### src/rtl/modn_updown_counter_pkg.sv
// Shared definitions for the mod-N up/down counter: direction encodings and
// the width helper that keeps a mod-2 counter at one bit.
package modn_updown_counter_pkg;

    localparam logic CNT_UP = 1'b1;
    localparam logic CNT_DN = 1'b0;

    // Count width for a given modulus; never narrower than one bit.
    function automatic int clog2_min1(input int n);
        return (n > 2) ? $clog2(n) : 1;
    endfunction

endpackage

### src/rtl/modn_updown_counter_if.sv
// Control and status bundle of one counter stage. The master drives the
// controls and observes the status; the counter itself is the slave.
interface modn_updown_counter_if #(
    parameter int MODULUS = 7
);
    localparam int WIDTH = modn_updown_counter_pkg::clog2_min1(MODULUS);

    logic             en;
    logic             up_dn;
    logic             clr;
    logic             load;
    logic [WIDTH-1:0] load_val;
    logic             one_shot;
    logic [WIDTH-1:0] count;
    logic             tc;
    logic             carry_out;
    logic             done;
    logic             load_err;

    modport master (
        output en, up_dn, clr, load, load_val, one_shot,
        input  count, tc, carry_out, done, load_err
    );

    modport slave (
        input  en, up_dn, clr, load, load_val, one_shot,
        output count, tc, carry_out, done, load_err
    );

endinterface

### src/rtl/modn_updown_counter_next_state.sv
// Wrap arithmetic for the mod-N counter: the neighbouring count in the
// requested direction and whether the current count is the terminal value
// for that direction. Works for moduli that are not powers of two.
module modn_next_state
    import modn_updown_counter_pkg::*;
#(
    parameter  int MODULUS = 7,
    localparam int WIDTH   = clog2_min1(MODULUS)
) (
    input  logic [WIDTH-1:0] count_i,
    input  logic             up_dn_i,
    output logic [WIDTH-1:0] next_o,
    output logic             at_term_o
);

    localparam logic [WIDTH-1:0] MAX_CNT = WIDTH'(MODULUS - 1);

    // Terminal is MODULUS-1 going up and 0 going down; step or wrap from there.
    always_comb begin
        // NOTE: outputs get a default first so no path through the case infers a latch.
        next_o    = count_i;
        at_term_o = 1'b0;
        case (up_dn_i)
            CNT_UP: begin
                at_term_o = (count_i == MAX_CNT);
                next_o    = at_term_o ? '0 : count_i + WIDTH'(1);
            end
            CNT_DN: begin
                at_term_o = (count_i == '0);
                next_o    = at_term_o ? MAX_CNT : count_i - WIDTH'(1);
            end
            default: ;
        endcase
    end

endmodule

### src/rtl/modn_updown_counter.sv
// Mod-N synchronous up/down counter with synchronous clear, clamped parallel
// load, enable, one-shot mode, terminal-count pulse and a cascade carry.
// Stages chain by feeding carry_out of one stage into en of the next.
module modn_updown_counter
    import modn_updown_counter_pkg::*;
#(
    parameter int MODULUS  = 7,
    parameter bit ONE_SHOT = 1'b0
) (
    input  logic                    clk,
    input  logic                    rst,
    modn_updown_counter_if.slave    bus
);

    localparam int               WIDTH   = clog2_min1(MODULUS);
    localparam logic [WIDTH-1:0] MAX_CNT = WIDTH'(MODULUS - 1);

    logic [WIDTH-1:0] count_q,    count_d;
    logic             tc_q,       tc_d;
    logic             done_q,     done_d;
    logic             load_err_q, load_err_d;
    logic             one_shot_q;

    logic [WIDTH-1:0] step_next;
    logic             at_term;
    logic             load_clamp;

    modn_next_state #(
        .MODULUS (MODULUS)
    ) u_next_state (
        .count_i   (count_q),
        .up_dn_i   (bus.up_dn),
        .next_o    (step_next),
        .at_term_o (at_term)
    );

    // The load value is compared in 32 bits so the check stays meaningful at any width.
    assign load_clamp = (32'(bus.load_val) > 32'(MODULUS - 1));

    // Cascade carry: this stage is about to leave its terminal value.
    assign bus.carry_out = bus.en & ~done_q & at_term;

    assign bus.count    = count_q;
    assign bus.tc       = tc_q;
    assign bus.done     = done_q;
    assign bus.load_err = load_err_q;

    // Next state with priority clr > load > enabled step; pulses default low.
    always_comb begin
        count_d    = count_q;
        tc_d       = 1'b0;
        done_d     = done_q;
        load_err_d = 1'b0;
        if (bus.clr) begin
            count_d = '0;
            done_d  = 1'b0;
        end else if (bus.load) begin
            count_d    = load_clamp ? MAX_CNT : bus.load_val;
            done_d     = 1'b0;
            load_err_d = load_clamp;
        end else if (bus.en && !done_q) begin
            if (at_term && one_shot_q) begin
                // One-shot stop: hold at terminal and flag completion once.
                done_d = 1'b1;
                tc_d   = 1'b1;
            end else begin
                count_d = step_next;
                tc_d    = at_term;
            end
        end
    end

    // State registers with asynchronous active-high reset; mode follows one_shot each edge.
    always_ff @(posedge clk or posedge rst) begin
        if (rst) begin
            count_q    <= '0;
            tc_q       <= 1'b0;
            done_q     <= 1'b0;
            load_err_q <= 1'b0;
            one_shot_q <= ONE_SHOT;
        end else begin
            // NOTE: non-blocking assignments so every register samples pre-edge values.
            count_q    <= count_d;
            tc_q       <= tc_d;
            done_q     <= done_d;
            load_err_q <= load_err_d;
            one_shot_q <= bus.one_shot;
        end
    end

endmodule

### src/flat_wrapper.sv
// flat-port wrapper written by rule: the top's interface ports become plain ports
module modn_updown_counter_flat import modn_updown_counter_pkg::*;
#(
    parameter int MODULUS  = 7,
    parameter bit ONE_SHOT = 1'b0
)
  (clk, rst, bus_en, bus_up_dn, bus_clr, bus_load, bus_load_val, bus_one_shot, bus_count, bus_tc, bus_carry_out, bus_done, bus_load_err);
  modn_updown_counter_if #(.MODULUS(MODULUS)) bus_i ();
  input  logic clk;
  input  logic rst;
  input wire logic [$bits(bus_i.en)-1:0] bus_en;
  input wire logic [$bits(bus_i.up_dn)-1:0] bus_up_dn;
  input wire logic [$bits(bus_i.clr)-1:0] bus_clr;
  input wire logic [$bits(bus_i.load)-1:0] bus_load;
  input wire logic [$bits(bus_i.load_val)-1:0] bus_load_val;
  input wire logic [$bits(bus_i.one_shot)-1:0] bus_one_shot;
  output wire logic [$bits(bus_i.count)-1:0] bus_count;
  output wire logic [$bits(bus_i.tc)-1:0] bus_tc;
  output wire logic [$bits(bus_i.carry_out)-1:0] bus_carry_out;
  output wire logic [$bits(bus_i.done)-1:0] bus_done;
  output wire logic [$bits(bus_i.load_err)-1:0] bus_load_err;
  assign bus_i.en = bus_en;
  assign bus_i.up_dn = bus_up_dn;
  assign bus_i.clr = bus_clr;
  assign bus_i.load = bus_load;
  assign bus_i.load_val = bus_load_val;
  assign bus_i.one_shot = bus_one_shot;
  assign bus_count = bus_i.count;
  assign bus_tc = bus_i.tc;
  assign bus_carry_out = bus_i.carry_out;
  assign bus_done = bus_i.done;
  assign bus_load_err = bus_i.load_err;
  modn_updown_counter #(.MODULUS(MODULUS), .ONE_SHOT(ONE_SHOT)) u_core (.clk(clk), .rst(rst), .bus(bus_i));
endmodule
### config.mk
export PLATFORM = sky130hd
export DESIGN_NAME = modn_updown_counter_flat
export DESIGN_NICKNAME = d
export VERILOG_FILES = /design/src/rtl/modn_updown_counter_pkg.sv /design/src/rtl/modn_updown_counter_if.sv /design/src/rtl/modn_updown_counter_next_state.sv /design/src/rtl/modn_updown_counter.sv /design/src/flat_wrapper.sv
export SDC_FILE = /design/constraint.sdc
export NUM_CORES = 1
export LEC_CHECK = 0
export BUFFER_PORTS_ARGS = -buffer_cell sky130_fd_sc_hd__buf_2
export CORE_AREA = 8 8 45 47
export DETAILED_ROUTE_END_ITERATION = 16
export DIE_AREA = 0 0 53 55
export REMOVE_ABC_BUFFERS = 1
export SLEW_MARGIN = 25
export SYNTH_ARGS = -nofsm -noshare
export SYNTH_HDL_FRONTEND = slang
export SYNTH_HIERARCHICAL = 1
export SYNTH_SLANG_ARGS = --single-unit
### constraint.sdc
create_clock -name clk -period 3.59 [get_ports clk]
set_input_delay 0.718 -clock clk [delete_from_list [all_inputs] [get_ports clk]]
set_output_delay 0.718 -clock clk [all_outputs]
set_load 0.005 [all_outputs]
==> results.yml, run 1 <==
timing:
  fin_crit_ns: 2.37
  fin_tns_setup_ns: 0
  setup_ws_ns: 1.22
  slew_headroom: 0.810
  tightest_slew_ns: 0.285
  hold_violations: 0
  slew_violations: 0
  fin_crit_sh: 0.661
  rsz0062_at_grt: "false"
  fmax_mhz: 421
  finalSetupViolCount: 0
  fin_worst_skew_ns: 0.000355
route:
  drt_iter0_drc: 12
  drc: 0
  vias: 440
  drtAntennaViolNets: 0
  drt_pass1_iterations: 4
  routed_via_density: 5.06
  drt-total-wl_mm: 1.08
  wl_per_cell_um: 12.4
clocking:
  numCtsBuffers: 3
  htree_levels: 1
  cts_resized: 0
  clk_path_buf_depth: 2
  cts_tree: "done"
  insertion_delay_ns: 0.24
  hold_buffers: 0
  clkTransAtPathRegs_ns: 0.05
  clock_sinks: 7
  root_buffer: "clkbuf_4"
  post_cts_buffers: 0
power:
  peakVddDrop_v: 0.000164
  p_leak_nw: 0.330
  powerDensity_mw_per_mm2: 346
yosys:
  netlist_instances: 52
  synth_area_um2: 504
  ys_seq_elements: 7
  seq_area_frac_synth: 0.347
  yosys_warnings: 6
  synth_cell_types: 26
  syn_area_per_cell_um2: 9.70
setup_path:
  cpPeakStageDelay_ns: 0.43
  start_kind: "flop"
  crit_arrival_ns: 1.66
  critPathSlowestCell: "dfrtp_1"
  crit_start: "u_core/bus.count[0]$_DFFE_PP0P_"
  worstPathBufferInverterCount: 2
  critical_path.max_fanout: 6
  reg2reg_from: "u_core/bus.count[0]$_DFFE_PP0P_"
  cp.depth: 6
  r2r_slack_ns: 1.72
  rr_endpoint: "u_core/bus.count[2]$_DFFE_PP0P_"
  cp-endpoint: "bus_carry_out"
  critical_path_required_ns: 2.87
  ff2ff_path_depth: 7
  endpoint_kind: "output pin"
  criticalPathCategory: "reg -> out"
  crit_chain: "inv_1 > ha_1 > nor3b_2 > a31o_2 > and2_1 > buf_2"
  critPathTopFamily: "flip-flops"
final_layout:
  num_antenna_cells: 0
  nNetsFinal: 87
  drive_above_1_share: 0.366
  syn_to_final_growth_pct: 22.8
  layout.cells.non_filler: 87
floorplan:
  rows: 14
  dieWidth_um: 53
  coreArea_mm2: 0.00138
  fp.dieH_um: 55
  dieArea_mm2: 0.00292
  start_util: 0.364
  ios: 17
grt:
  grt_max_degree: 10
  track_usage: 0.0808
  grt_pass1_vias: 433
  grt_remaining_overflow: 0
  antenna_found_initial: 0
  grt_first_pass_wirelength_mm: 1.77
run:
  max_cap_viol_count: 0
placed_design:
  portBuffers: 16
  dp_cells: 83
  pre_cts_ws_ns: 1.42
  dpl.hpwl_um: 876
  place.gp.congestion: 0.785
min_path:
  hp-class: "in -> async"
run_status:
  status: "finished, final reports clean"
-- logic make-up after synthesis --
group | share of synthesized area
DFF | 0.347
AOI/OAI and AO/OA | 0.149
muxes | 0.0447
and+or+nand+nor | 0.268
buffers and inverters | 0.0670
adders and majority gates | 0.124
-- routing by layer --
layer,vias up,part of all wire,track usage
met4,0,0.0037,0.0517
met5,-,0,0
met2,14,0.47,0.127
li1,221,-,-
met1,203,0.45,0.0941
met3,2,0.069,0.0241
-- placed cells by master, fill, tap and decap left out --
cell type,n
buf_2,16
or2_1,1
a31o_1,1
and3_1,1
nand2_2,1
inv_1,6
and2_4,1
a31oi_1,1
nand2_1,4
and2_1,1
nor3_1,2
o211ai_2,1
a311oi_1,1
nor2_1,5
nor3b_2,1
nand4_1,1
mux4_2,1
a21oi_1,2
or2_0,1
clkbuf_4,3
nand3_1,2
nor2b_4,1
dfrtp_1,7
ha_1,5
o311a_1,2
or3b_1,1
a31o_2,1
clkbuf_1,1
-- per-stage QoR --
stage          power [mW]  instance area (um2)  hold WS [ns]   util
2_1_floorplan       0.125                  493         0.521      -
3_3_place_gp        0.145                  593         0.604  0.429
3_5_place_dp        0.146                  593         0.579  0.429
4_1_cts             0.219                  619         0.399  0.448
5_1_grt             0.232                  619         0.416  0.448
6_report            0.214                  619         0.398  0.448
-- synth_stat cells --
library cell  number  share of area
nor2_1             5          0.037
a31oi_1            1          0.012
and2_1             1          0.012
mux4_2             1          0.045
buf_6              1          0.022
a311oi_1           1          0.017
inv_1              6          0.045
nand2_1            4          0.030
or3b_1             1          0.017
nor3_1             2          0.020
nor2b_4            1          0.027
or2_0              1          0.012
a31o_1             1          0.017
nand2_2            1          0.012
and3_1             1          0.012
a31o_2             1          0.017
and2_4             1          0.017
nor3b_2            1          0.025
o211ai_2           1          0.025
ha_1               5           0.12
dfrtp_1            7           0.35
nand4_1            1          0.012
a21oi_1            2          0.020
nand3_1            2          0.020
o311a_1            2          0.040
or2_1              1          0.012
-- how the worst min path moves through the flow --
stage | cells past startpoint | endpoint
2_1_floorplan | 1 | u_core/bus.count[0]$_DFFE_PP0P_
3_3_place_gp | 2 | u_core/bus.done$_DFFE_PP0P_
3_5_place_dp | 2 | u_core/bus.done$_DFFE_PP0P_
4_1_cts | 2 | u_core/bus.tc$_DFF_PP0_
5_1_grt | 2 | u_core/bus.count[0]$_DFFE_PP0P_
6_report | 2 | u_core/bus.tc$_DFF_PP0_
-- state kept, by name, indices dropped and copies added (netlist names) --
name,count
u_core/bus.count,3
u_core/bus.done,1
u_core/bus.load_err,1
u_core/bus.tc,1
u_core/one_shot_q,1
-- area by class of cell --
class	instances	area (um2)
clock buffers	4	26.3
flip-flops and latches	7	175
multi-input cells	38	295
inverters	6	22.5
repair buffers	16	80.1
well taps	16	20.0
fillers	155	764
-- power breakdown --
| group | leakage (nW) | total (mW) | switching, mW | internal, mW |
|---|---|---|---|---|
| clock network | 0.0150 | 0.0698 | 0.0275 | 0.0423 |
| registers | 0.0922 | 0.0891 | 0.00580 | 0.0833 |
| logic | 0.223 | 0.0550 | 0.0272 | 0.0278 |
| total | 0.330 | 0.214 | 0.0605 | 0.153 |
Note: power is estimated with default switching activity, not from simulation.
==> inputs of run 2 (changes only) <==
Settings changed: PLACE_DENSITY set to 0.65.
Clock period 3.59 ns to 2 ns, I/O delays scaled along.
==> run 2 against run 1 <==
  * Clock power up 85%
  * Sequential share of layout area down 1.4 points
  * Combinational power up 110%
  * Hold slack worse by 0.32 ns
  * Global-route usage up 0.39 points
  * Clock skew up 0.0030 ns
  * Total power up 88%
  * Final cell count up 3.4%
  * Via count up 3.9%
==> results.yml, run 2 (synthesized netlist as in run 1, its figures left out) <==
placed_design:
  pre_cts_ws_ns: 0.164
  dpl.hpwl_um: 914
  placed_area_um2: 601
  place.gp.congestion: 0.784
  portBuffers: 16
timing:
  tightest_slew_ns: 0.293
  fin_tns_setup_ns: 0
  slew_violations: 0
  fin_crit_ns: 1.92
  slew_headroom: 0.805
  fin_crit_sh: 0.961
  setup_ws_ns: 0.0781
  fmax_mhz: 520
  fin_worst_skew_ns: 0.00340
  finalSetupViolCount: 0
  hold_violations: 0
final_layout:
  drive_above_1_share: 0.405
  largest_reg_flops: 3
  multi_input_area_um2: 304
  num_antenna_cells: 0
  syn_to_final_growth_pct: 29.0
  layout_common_cells: "buf_2 (16), dfrtp_1 (7), inv_1 (6)"
  final_common_cell: "buf_2"
  final_cell_area_um2: 651
  nNetsFinal: 90
  register_area_um2: 175
  fillerInstances: 134
setup_path:
  ff2ff_path_depth: 7
  rr_endpoint: "u_core/bus.count[1]$_DFFE_PP0P_"
  endpoint_kind: "output pin"
  critPathSlowestCell: "dfrtp_1"
  reg2reg_from: "u_core/bus.count[0]$_DFFE_PP0P_"
  crit_arrival_ns: 1.52
  start_kind: "flop"
  r2r_slack_ns: 0.25
  crit_start: "u_core/bus.count[0]$_DFFE_PP0P_"
  criticalPathCategory: "reg -> out"
  critical_path.max_fanout: 4
  cpPeakStageDelay_ns: 0.35
  critical_path_required_ns: 1.60
  crit_chain: "inv_1 > ha_2 > nor3b_4 > a31o_2 > and2_1 > buf_2"
route:
  drt_iter0_drc: 8
  drc: 0
  vias: 457
  wl_per_cell_um: 13.5
  dr_wl_met3_um: 106
  met2_length_um: 576
  drt_pass1_iterations: 4
  highest_layer: "met4"
  wl_met1_um: 518
  routed_via_density: 5.08
  drt-total-wl_mm: 1.21
  drtAntennaViolNets: 0
clocking:
  htree_levels: 1
  hold_buffers: 0
  numCtsBuffers: 3
  clock_sinks: 7
  cts_tree: "done"
  clkTransAtPathRegs_ns: 0.06
  clk_path_buf_depth: 2
  root_buffer: "clkbuf_4"
  insertion_delay_ns: 0.25
power:
  p_leak_nw: 0.347
  peakVddDrop_v: 0.000324
  powerDensity_mw_per_mm2: 620
floorplan:
  dieArea_mm2: 0.00292
  rows: 14
  coreArea_mm2: 0.00138
  start_util: 0.364
  dieWidth_um: 53
  ios: 17
  fp.dieH_um: 55
grt:
  grt_remaining_overflow: 0
  antenna_found_initial: 0
  grt_pass1_vias: 432
  grt_first_pass_wirelength_mm: 1.79
  grt_max_degree: 10
  track_usage: 0.0847
run_status:
  status: "finished, final reports clean"
run:
  max_cap_viol_count: 0
min_path:
  hp-class: "in -> async"
## run 2: cell count changes in the layout (fill, tap and decap cells not counted), sizes merged
| cell | before | now |
|---|---|---|
| buf | 16 | 19 |
## run 2: worst max-delay path, delay by kind of cell, from the launching register on
kind | cells | cell delay (ns)
AOI/OAI and AO/OA | 1 | 0.25
adders and majority gates | 1 | 0.19
buffers and inverters | 2 | 0.20
DFF | 1 | 0.35
and+or+nand+nor | 2 | 0.28
## run 2: cell type report
cell class	count	area share
Inverter	6	0.0346
Sequential cell	7	0.269
Multi-Input combinational cell	38	0.467
Timing Repair Buffer	19	0.158
Clock buffer	4	0.0404
Tap cell	16	0.0308
## run 2: stage by stage
step,cells,hold WS (ns),power (mW),util
5_1_grt,90,0.101,0.427,0.470
3_3_place_gp,84,0.342,0.264,0.434
3_5_place_dp,84,0.344,0.266,0.434
4_1_cts,89,0.0718,0.404,0.458
2_1_floorplan,51,0.203,0.225,-
6_report,90,0.0749,0.403,0.470
## run 2: timing repair
item | 4_1_cts | 5_1_grt
buffers inserted | 1 | 1
resized for setup | 0 | 2
endpoints found under the setup margin | 1 | 1
hold endpoints to repair | 0 | 0
## run 2: worst max-delay path by stage
stage                                 endpoint  slack (ns)  depth (start not counted)
2_1_floorplan  u_core/bus.count[2]$_DFFE_PP0P_        0.26                          7
3_3_place_gp   u_core/bus.count[2]$_DFFE_PP0P_        0.22                          7
3_5_place_dp   u_core/bus.count[2]$_DFFE_PP0P_        0.16                          7
4_1_cts                          bus_carry_out        0.04                          6
5_1_grt                          bus_carry_out       -0.02                          6
6_report                         bus_carry_out        0.08                          6
## run 2: routing by layer
layer | vias to the layer above | GRT usage
li1 | 229 | -
met1 | 212 | 0.0913
met2 | 14 | 0.133
met3 | 2 | 0.0321
met4 | 0 | 0.0647
met5 | - | 0
## run 2: report_power, final
part	switching (mW)	total, mW	leakage [nW]	internal (mW)
combinational	0.0568	0.117	0.240	0.0597
clock	0.0532	0.129	0.0150	0.0762
sequential	0.00796	0.157	0.0922	0.149
